File: config.mk
export PLATFORM = sky130hd
export DESIGN_NAME = mul_div_unit
export DESIGN_NICKNAME = d
export VERILOG_FILES = /design/src/rtl/mul_div_unit_pkg.sv /design/src/rtl/mdu_div_core.sv /design/src/rtl/mul_div_unit.sv
export SDC_FILE = /design/constraint.sdc
export NUM_CORES = 1
export LEC_CHECK = 0
export BUFFER_PORTS_ARGS = -buffer_cell sky130_fd_sc_hd__buf_2
export CAP_MARGIN = 10
export CORE_ASPECT_RATIO = 0.8
export CORE_MARGIN = 2
export CORE_UTILIZATION = 30
export DETAILED_ROUTE_END_ITERATION = 6
export PLACE_DENSITY = 0.57
export SETUP_SLACK_MARGIN = 0.05
export SYNTH_ARGS = -nofsm -noshare
export SYNTH_HDL_FRONTEND = slang
export SYNTH_SLANG_ARGS = --single-unit
File: constraint.sdc
create_clock -name clk -period 6.4 [get_ports clk]
set_clock_uncertainty 0.05 [all_clocks]
set_input_delay 1.28 -clock clk [delete_from_list [all_inputs] [get_ports clk]]
set_output_delay 1.28 -clock clk [all_outputs]
set_load 0.05 [all_outputs]
File: src/rtl/mul_div_unit_pkg.sv
// Shared encodings and constants for the multiply/divide unit.
package mul_div_unit_pkg;

  localparam int unsigned DATA_W = 32;
  localparam int unsigned CNT_W  = 6;
  localparam int unsigned ITERS  = 32;

  localparam logic [2:0] OP_NOP   = 3'd0;
  localparam logic [2:0] OP_MULT  = 3'd1;
  localparam logic [2:0] OP_MULTU = 3'd2;
  localparam logic [2:0] OP_DIV   = 3'd3;
  localparam logic [2:0] OP_DIVU  = 3'd4;
  localparam logic [2:0] OP_MTHI  = 3'd5;
  localparam logic [2:0] OP_MTLO  = 3'd6;

  typedef enum logic {
    ST_IDLE = 1'b0,
    ST_RUN  = 1'b1
  } state_e;

  // Magnitude of a two's-complement operand; unsigned operands pass through.
  function automatic logic [DATA_W-1:0] abs_val(input logic [DATA_W-1:0] x,
                                                input logic is_signed);
    return (is_signed && x[DATA_W-1]) ? DATA_W'(-x) : x;
  endfunction

endpackage

File: src/rtl/mdu_div_core.sv
// Restoring divider: one quotient bit per step on operand magnitudes, sign fix-up on the way out.
module mdu_div_core
  import mul_div_unit_pkg::*;
(
  input  logic              clk,
  input  logic              rst_n,
  input  logic              load_i,
  input  logic              step_i,
  input  logic              signed_i,
  input  logic [DATA_W-1:0] dividend_i,
  input  logic [DATA_W-1:0] divisor_i,
  output logic [DATA_W-1:0] quo_c_o,
  output logic [DATA_W-1:0] rem_c_o
);

  logic [DATA_W-1:0] rem_q, rem_d;
  logic [DATA_W-1:0] quo_q, quo_d;
  logic [DATA_W-1:0] dvs_q, dvs_d;
  logic              quo_neg_q, quo_neg_d;
  logic              rem_neg_q, rem_neg_d;
  logic              dvs_zero_q, dvs_zero_d;
  logic [DATA_W:0]   shifted;
  logic [DATA_W:0]   diff;

  always_comb begin
    rem_d      = rem_q;
    quo_d      = quo_q;
    dvs_d      = dvs_q;
    quo_neg_d  = quo_neg_q;
    rem_neg_d  = rem_neg_q;
    dvs_zero_d = dvs_zero_q;
    shifted    = {rem_q, quo_q[DATA_W-1]};
    diff       = shifted - {1'b0, dvs_q};
    if (load_i) begin
      rem_d      = '0;
      quo_d      = abs_val(dividend_i, signed_i);
      dvs_d      = abs_val(divisor_i, signed_i);
      quo_neg_d  = signed_i && (dividend_i[DATA_W-1] ^ divisor_i[DATA_W-1]);
      rem_neg_d  = signed_i && dividend_i[DATA_W-1];
      dvs_zero_d = (divisor_i == '0);
    end else if (step_i) begin
      if (!diff[DATA_W]) begin
        rem_d = diff[DATA_W-1:0];
        quo_d = {quo_q[DATA_W-2:0], 1'b1};
      end else begin
        rem_d = shifted[DATA_W-1:0];
        quo_d = {quo_q[DATA_W-2:0], 1'b0};
      end
    end
    // Divide-by-zero keeps the all-ones quotient; the remainder fix-up restores the dividend.
    quo_c_o = (quo_neg_q && !dvs_zero_q) ? DATA_W'(-quo_d) : quo_d;
    rem_c_o = rem_neg_q ? DATA_W'(-rem_d) : rem_d;
  end

  always_ff @(posedge clk or negedge rst_n) begin
    if (!rst_n) begin
      rem_q      <= '0;
      quo_q      <= '0;
      dvs_q      <= '0;
      quo_neg_q  <= 1'b0;
      rem_neg_q  <= 1'b0;
      dvs_zero_q <= 1'b0;
    end else begin
      rem_q      <= rem_d;
      quo_q      <= quo_d;
      dvs_q      <= dvs_d;
      quo_neg_q  <= quo_neg_d;
      rem_neg_q  <= rem_neg_d;
      dvs_zero_q <= dvs_zero_d;
    end
  end

endmodule

File: src/rtl/mul_div_unit.sv
// MIPS-style HI/LO multiply/divide unit: 32-iteration controller, shift-add multiplier, HI/LO registers.
// Define MDU_FAST_MUL_EN for single-cycle MULT/MULTU.
module mul_div_unit
  import mul_div_unit_pkg::*;
(
  input  logic              clk,
  input  logic              rst_n,
  input  logic              start,
  input  logic [2:0]        op,
  input  logic [DATA_W-1:0] data_a,
  input  logic [DATA_W-1:0] data_b,
  input  logic              cancel,
  output logic [DATA_W-1:0] hi,
  output logic [DATA_W-1:0] lo,
  output logic              busy,
  output logic              done
);

  state_e              state_q, state_d;
  logic [CNT_W-1:0]    cnt_q, cnt_d;
  logic [DATA_W-1:0]   hi_q, hi_d, lo_q, lo_d;
  logic                busy_q, busy_d, done_q, done_d;
  logic                is_div_q, is_div_d;
  logic [2*DATA_W-1:0] prod_q, prod_d, prod_step, mul_res;
  logic [DATA_W-1:0]   mcand_q, mcand_d;
  logic                mneg_q, mneg_d;
  logic [DATA_W:0]     psum;
  logic                mul_signed, div_load, div_step;
  logic [DATA_W-1:0]   div_quo, div_rem;
`ifdef MDU_FAST_MUL_EN
  logic [2*DATA_W-1:0] fast_a, fast_b, fast_prod;
`endif

  mdu_div_core u_div (
    .clk       (clk),
    .rst_n     (rst_n),
    .load_i    (div_load),
    .step_i    (div_step),
    .signed_i  (op == OP_DIV),
    .dividend_i(data_a),
    .divisor_i (data_b),
    .quo_c_o   (div_quo),
    .rem_c_o   (div_rem)
  );

  // Shift-add step: conditionally add the multiplicand into the top half, shift right.
  always_comb begin
    mul_signed = (op == OP_MULT);
    psum       = {1'b0, prod_q[2*DATA_W-1:DATA_W]} + (prod_q[0] ? {1'b0, mcand_q} : '0);
    prod_step  = {psum, prod_q[DATA_W-1:1]};
    mul_res    = mneg_q ? (2*DATA_W)'(-prod_step) : prod_step;
`ifdef MDU_FAST_MUL_EN
    fast_a     = {{DATA_W{mul_signed & data_a[DATA_W-1]}}, data_a};
    fast_b     = {{DATA_W{mul_signed & data_b[DATA_W-1]}}, data_b};
    fast_prod  = fast_a * fast_b;
`endif
  end

  always_comb begin
    state_d  = state_q;
    cnt_d    = cnt_q;
    hi_d     = hi_q;
    lo_d     = lo_q;
    done_d   = 1'b0;
    is_div_d = is_div_q;
    prod_d   = prod_q;
    mcand_d  = mcand_q;
    mneg_d   = mneg_q;
    div_load = 1'b0;
    div_step = 1'b0;
    case (state_q)
      ST_IDLE: begin
        if (start && !cancel) begin
          case (op)
            OP_MULT, OP_MULTU: begin
`ifdef MDU_FAST_MUL_EN
              {hi_d, lo_d} = fast_prod;
              done_d       = 1'b1;
`else
              mcand_d  = abs_val(data_a, mul_signed);
              prod_d   = {{DATA_W{1'b0}}, abs_val(data_b, mul_signed)};
              mneg_d   = mul_signed && (data_a[DATA_W-1] ^ data_b[DATA_W-1]);
              is_div_d = 1'b0;
              cnt_d    = '0;
              state_d  = ST_RUN;
`endif
            end
            OP_DIV, OP_DIVU: begin
              div_load = 1'b1;
              is_div_d = 1'b1;
              cnt_d    = '0;
              state_d  = ST_RUN;
            end
            OP_MTHI: hi_d = data_a;
            OP_MTLO: lo_d = data_a;
            default: ;
          endcase
        end
      end
      ST_RUN: begin
        if (cancel) begin
          state_d = ST_IDLE;
        end else begin
          div_step = is_div_q;
          prod_d   = prod_step;
          cnt_d    = cnt_q + CNT_W'(1);
          if (cnt_q == CNT_W'(ITERS - 1)) begin
            {hi_d, lo_d} = is_div_q ? {div_rem, div_quo} : mul_res;
            done_d       = 1'b1;
            state_d      = ST_IDLE;
          end
        end
      end
      default: state_d = ST_IDLE;
    endcase
    busy_d = (state_d == ST_RUN);
  end

  always_ff @(posedge clk or negedge rst_n) begin
    if (!rst_n) begin
      state_q  <= ST_IDLE;
      cnt_q    <= '0;
      hi_q     <= '0;
      lo_q     <= '0;
      busy_q   <= 1'b0;
      done_q   <= 1'b0;
      is_div_q <= 1'b0;
      prod_q   <= '0;
      mcand_q  <= '0;
      mneg_q   <= 1'b0;
    end else begin
      state_q  <= state_d;
      cnt_q    <= cnt_d;
      hi_q     <= hi_d;
      lo_q     <= lo_d;
      busy_q   <= busy_d;
      done_q   <= done_d;
      is_div_q <= is_div_d;
      prod_q   <= prod_d;
      mcand_q  <= mcand_d;
      mneg_q   <= mneg_d;
    end
  end

  assign hi   = hi_q;
  assign lo   = lo_q;
  assign busy = busy_q;
  assign done = done_q;

endmodule
Yosys cells after proc, flatten, opt, wreduce, memory -nomap -nowiden
Index checks and enable logic that the tools add are counted.
- word-level logic and storage cells: 107
- register bits after elaboration: 269
- output and inout bits: 66
- input port bits: 71
- muxes and demuxes: 47
- equality and inequality tests: 14
- bitwise operators: 2
- add/subtract/negate cells: 8
- reduce and logical (&&, ||, !) cells: 21
- operator list (operator ; count):
    $mux W32 ; 20
    $mux W64 ; 5
    $neg A32 Y32 ; 4
    $pmux W32 S2 ; 2
    $pmux W64 S2 ; 1
    $neg A64 Y64 ; 1
    $add A32 B32 Y33 ; 1
    $sub A33 B32 Y33 ; 1
    $logic_not A32 Y1 ; 1
    $mux W6 ; 3
    $mux W1 ; 13
    $pmux W6 S2 ; 1
    $reduce_and A3 Y1 ; 4
    $eq A3 B3 Y1 const B ; 3
    $logic_and A1 B1 Y1 ; 8
    $ne A2 B1 Y1 const B ; 4
    $reduce_and A4 Y1 ; 2
    $add A6 B1 Y6 const B ; 1
    $eq A3 B2 Y1 const B ; 2
    $eq A6 B5 Y1 const B ; 1
    $ne A2 B2 Y1 const B ; 3
    $pmux W1 S2 ; 2
    $reduce_or A2 Y1 ; 2
    $reduce_or A4 Y1 ; 1
    5 further kinds ; 6

Longest topological paths before layout
- word-level depth: 12
- depth in mapped cells: 21

Cells and area by module
A second synthesis with hierarchy kept.
- cell total of the unflattened synthesis: 2787
- area total of the unflattened synthesis: 22148.7 um^2
- modules (own cells, without submodules) (module ; times used ; area an instance (um^2) ; cells each):
    mul_div_unit ; 1 ; 12703.4 ; 1570
    mdu_div_core ; 1 ; 9445.3 ; 1217

Worst setup path after synthesis
OpenSTA, ideal clock, no wires.
- path kind: input to register
- from: input port op[0]
- to: register hi_q[26] (netlist: hi[26])
- arrival: 4.873 ns
- stages: 18
- required time: 6.263 ns
- path slack: 1.391 ns
- path through: clkbuf_1 -> or3b_1 -> a21o_1 -> clkbuf_1 -> clkbuf_1 -> clkbuf_1 -> clkbuf_1 -> o21ai_0 -> nor2_1 -> inv_1 -> ha_1 -> o31ai_1 -> a2111o_1 -> nor4_2 -> nand3b_1 -> nor3_1 -> mux2_2 -> o211ai_1
- cells in the longest elaborated chain, start to end: 12
- elaborated cells between the ends (all ways): 16
- those cells by class: add/sub: 1; eq/ne: 4; mux: 9; reduce/logical: 2
- ends and longest elaborated chain (what ; line ; source):
    from (decl) ; mul_div_unit.sv:9 ; input logic [2:0] op,
    $eq A3 B3 Y1 or $eq A3 B2 Y1 (tied branches) ; mul_div_unit.sv:74 ; case (op)
    $reduce_or A2 Y1 ; n/a ;
    $mux W1 ; mul_div_unit.sv:74 ;
    $mux W1 ; mul_div_unit.sv:73 ; if (start && !cancel) begin
    $mux W1 ; mul_div_unit.sv:71 ; case (state_q)
    $mux W32 ; mdu_div_core.sv:34 ; if (load_i) begin
    $neg A32 Y32 ; mdu_div_core.sv:52 ; rem_c_o = rem_neg_q ? DATA_W'(-rem_d) : rem_d;
    $mux W32 ; mdu_div_core.sv:52 ;
    $mux W64 ; mul_div_unit.sv:108 ; {hi_d, lo_d} = is_div_q ? {div_rem, div_quo} : mul_res;
    $mux W32 ; mul_div_unit.sv:107 ; if (cnt_q == CNT_W'(ITERS - 1)) begin
    $mux W32 ; mul_div_unit.sv:101 ; if (cancel) begin
    $pmux W32 S2 ; mul_div_unit.sv:71 ;
    to (signal assigned) ; mul_div_unit.sv:134 ; hi_q <= hi_d;
    to (decl) ; mul_div_unit.sv:21 ; logic [DATA_W-1:0] hi_q, hi_d, lo_q, lo_d;
Parallel ways exist; a longest one is shown, timed or not. The select of a mux whose other input is x is not followed.
A chain may end at the register's enable or synchronous reset.

Worst setup path after layout
- from: register u_div.rem_q[8]
- to: register hi_q[31] (netlist: hi[31])
- cells in the longest elaborated chain, start to end: 10
- ends and longest elaborated chain (what ; line ; source):
    from (decl) ; mdu_div_core.sv:16 ; logic [DATA_W-1:0] rem_q, rem_d;
    from (signal assigned) ; mdu_div_core.sv:64 ; rem_q <= rem_d;
    $sub A33 B32 Y33 ; mdu_div_core.sv:33 ; diff = shifted - {1'b0, dvs_q};
    $mux W32 ; mdu_div_core.sv:42 ; if (!diff[DATA_W]) begin
    $mux W32 (*) ; mdu_div_core.sv:41 ; end else if (step_i) begin
    $mux W32 (*) ; mdu_div_core.sv:34 ;
    $neg A32 Y32 ; mdu_div_core.sv:52 ;
    $mux W32 (*) ; mdu_div_core.sv:52 ;
    $mux W64 (*) ; mul_div_unit.sv:108 ;
    $mux W32 (*) ; mul_div_unit.sv:107 ;
    $mux W32 (*) ; mul_div_unit.sv:101 ;
    $pmux W32 S2 (*) ; mul_div_unit.sv:71 ;
Every way passes the cells marked *; elsewhere a longest branch is shown, timed or not. The select of a mux whose other input is x is not followed.

==> out/metrics.yaml <==
synth:
  syn_area_um2: 21100
  syn_nets: 2875
  ys_ff_latch: 269
  synth_top_area_share_pct: 31.9
  synth_cell_types: 86
  synthCells: 2732
  synth-edff-count: 0
  yosys_warnings: 0
  synth_top_area_cell: "dfrtp_1"
  avgSynthCellArea_um2: 7.73
  ys.flop_type: "dfrtp_1"
  ys_seq_area_share_pct: 31.9
  async_reset_ff_share_pct: 100
  synth_area_leaders: "dfrtp_1, nand2_1, xnor2_1, o21ai_0, a21oi_1"
floorplan:
  fp.dieW_um: 301
  start_util_pct: 30.5
  core_um2: 69300
  row_count: 86
  die_h_um: 241
  die_area_um2: 72500
  io_pins: 137
setup_path:
  crit_path_end_kind: "flop"
  reg2reg_slack_ps: 930
  critPathLaunchType: "flop"
  cp.required_ps: 6740
  cp_data_arrival_time_ps: 5810
  crit_fanout: 12
  critPathKind: "reg2reg"
clocking:
  htreeDepth: 2
  post_cts_buffers: 0
  clk_pin_slew_ps: 60
  cts-root-buf: "clkbuf_16"
  cts_resized: 0
  cts_max_path_buffers: 3
  cts_tree: "yes"
  cts.sinks: 269
  clock_latency_ps: 560
  cts_hold_buf: 0
  cts_buffers: 34
timing:
  setup_ws_ps: 926
  drv_slew: 0
  rsz0062_at_grt: "false"
  worst_pin_slew_ps: 1190
  fin_crit_sh_pct: 85.5
  slew_headroom_pct: 20.3
  fmax_ghz: 0.183
  setup_tns_ps: 0
  setup_viol: 0
  hold_viol_final: 0
  min_period_ps: 5470
global_route:
  grt_overflow_total: 0
  antenna_found_initial: 7
  grt_max_degree: 96
  grt_pass1_wl_um: 125000
  grtUsageTotal_pct: 22.6
  grt_pass1_vias: 19153
worst_hold_path:
  hp-class: "reg2reg"
layout:
  final_cell_area_um2: 23900
  final_cells: 3735
  nets: 2932
  syn_to_final_growth_pct: 13.1
  layout-drive-gt1-share_pct: 10.3
  nFillCells: 7474
  fin_util_pct: 34.5
job:
  max_cap_viol_count: 0
placement:
  gp_congestion: 0.926
  dpl_cell_area_um2: 22800
  pre_cts_ws_ps: 876
  dpl.cell_count: 3677
  dp_hpwl_um: 63900
  portBuffers: 136
route:
  via_count: 21070
  viasPerCell: 5.64
  drtIter0Drc: 2547
  ant_nets: 0
  drc_errors: 0
  first_pass_iters: 7
  avgRoutedWirePerCell_um: 22.4
  wl_um: 83800
power_and_ir_drop:
  ir_worst_vdd_mv: 0.221
  p_per_area_nw_per_um2: 458
  cellLeakagePower_nw: 10.0
run_status:
  outcome: "finished, final reports clean"
registers in the layout, summed over array words and instances, names as in the netlist, 6 cells and up:
| register | flops |
|---|---|
| lo | 32 |
| cnt_q | 6 |
| u_div.rem_q | 32 |
| u_div.dvs_q | 32 |
| hi | 32 |
| mcand_q | 32 |
| prod_q | 64 |
| u_div.quo_q | 32 |
report_power, final:
group / leakage, nW / switching (mW) / internal (mW) / total (mW)
Sequential: 3.38 / 0.570 / 2.29 / 2.86
Combinational: 6.12 / 4.03 / 2.08 / 6.11
Clock: 0.542 / 0.814 / 1.17 / 1.98
worst max-delay path, cell delays in order, from the launching register on:
cell	delay (ps)
dfrtp_1	440
ha_1	360
a21oi_1	290
o21a_1	180
o221ai_1	270
o211ai_1	500
a21oi_1	240
buf_4	230
nor2_1	510
mux2_1	420
a221o_1	340
or3_1	390
or4_1	420
o21ai_1	150
xor2_1	350
o221ai_2	150
cells by family (layout without fill, tap and decap cells):
kind of cell / Yosys count / count (layout) / share of synthesized area (%)
adder cells (fa/ha/maj): 72 / 72 / 4.34
flip-flops: 269 / 269 / 31.9
multiplexers: 24 / 24 / 1.21
AO/OA/AOI/OAI: 858 / 858 / 24.7
buffers and inverters: 252 / 329 / 4.52
AND/OR/NAND/NOR: 997 / 997 / 22.6
XOR/XNOR: 260 / 260 / 10.8
other: 0 / 2 / 0
synthesized netlist by cell type (10+ instances only):
cell type	instances
nand2_1	388
or2_2	10
nand2b_1	18
and3_1	39
o221ai_1	13
a22o_1	12
dfrtp_1	269
mux2i_1	12
clkbuf_1	153
nand4_1	20
or4_1	18
xor2_1	106
a21o_1	32
nor4_1	16
ha_1	70
nand3b_1	10
o21ai_0	228
nand3_1	58
o21ai_1	92
xnor2_1	154
inv_1	83
a31oi_1	50
a21oi_1	216
nor3_1	61
o41ai_1	14
a221oi_1	15
o21a_1	12
o211ai_1	32
nor3b_1	17
nor2b_1	10
buf_1	10
o31ai_1	39
o21bai_1	10
or3_1	57
nor2_1	201
a211oi_1	17
and2_1	44
cell usage in the layout (no fill, tap or decap), types with 32 or more instances in the layout:
master,instances
nand2_1,387
dfrtp_1,266
o21ai_0,228
a21oi_1,213
nor2_1,198
xnor2_1,154
buf_2,135
xor2_1,106
o21ai_1,92
inv_1,83
ha_1,70
nor3_1,61
nand3_1,58
or3_1,57
buf_4,52
a31oi_1,50
and2_1,44
o31ai_1,39
and3_1,39
clkbuf_16,35
o211ai_1,32
worst paths after layout:
path | cells past startpoint | startpoint | end
setup / recovery | 15 | u_div.rem_q[8] | hi[31]
hold / removal | 2 | mcand_q[29] | mcand_q[29]
setup reg to reg | 15 | u_div.rem_q[8] | hi[31]
hold reg to reg | 2 | mcand_q[29] | mcand_q[29]
max in group asynchronous | 2 | rst_n | hi[24]
min in group asynchronous | 1 | rst_n | hi[4]
through the flow:
step | total power [mW] | hold slack, ps
3_5_place_dp | 8.83 | 413
3_3_place_gp | 8.84 | 408
4_1_cts | 10.9 | 429
6_report | 10.9 | 423
2_1_floorplan | 6.97 | 392
5_1_grt | 11.6 | 444
cell type report:
class                      count  area, um^2  area share, %
multi-input combinational   2211       13500           56.5
sequential                   269        6740           28.2
tap                          924        1160           4.84
timing repair buffer         188        1080           4.53
clock buffer                  45         953           3.99
inverter                      85         319           1.34
clock inverter                11         138          0.576
antenna                        2        5.00         0.0210
metal layers:
metal  vias to the layer above  global-route usage (%)  share of wire [%]
met5                         -                       0              0.066
met4                         8                    4.84                1.9
met3                       103                    6.22                 10
met2                       959                    31.3                 40
met1                     10127                    34.5                 48
li1                       9873                       -                  -
Note: power is estimated with default switching activity, not from simulation.
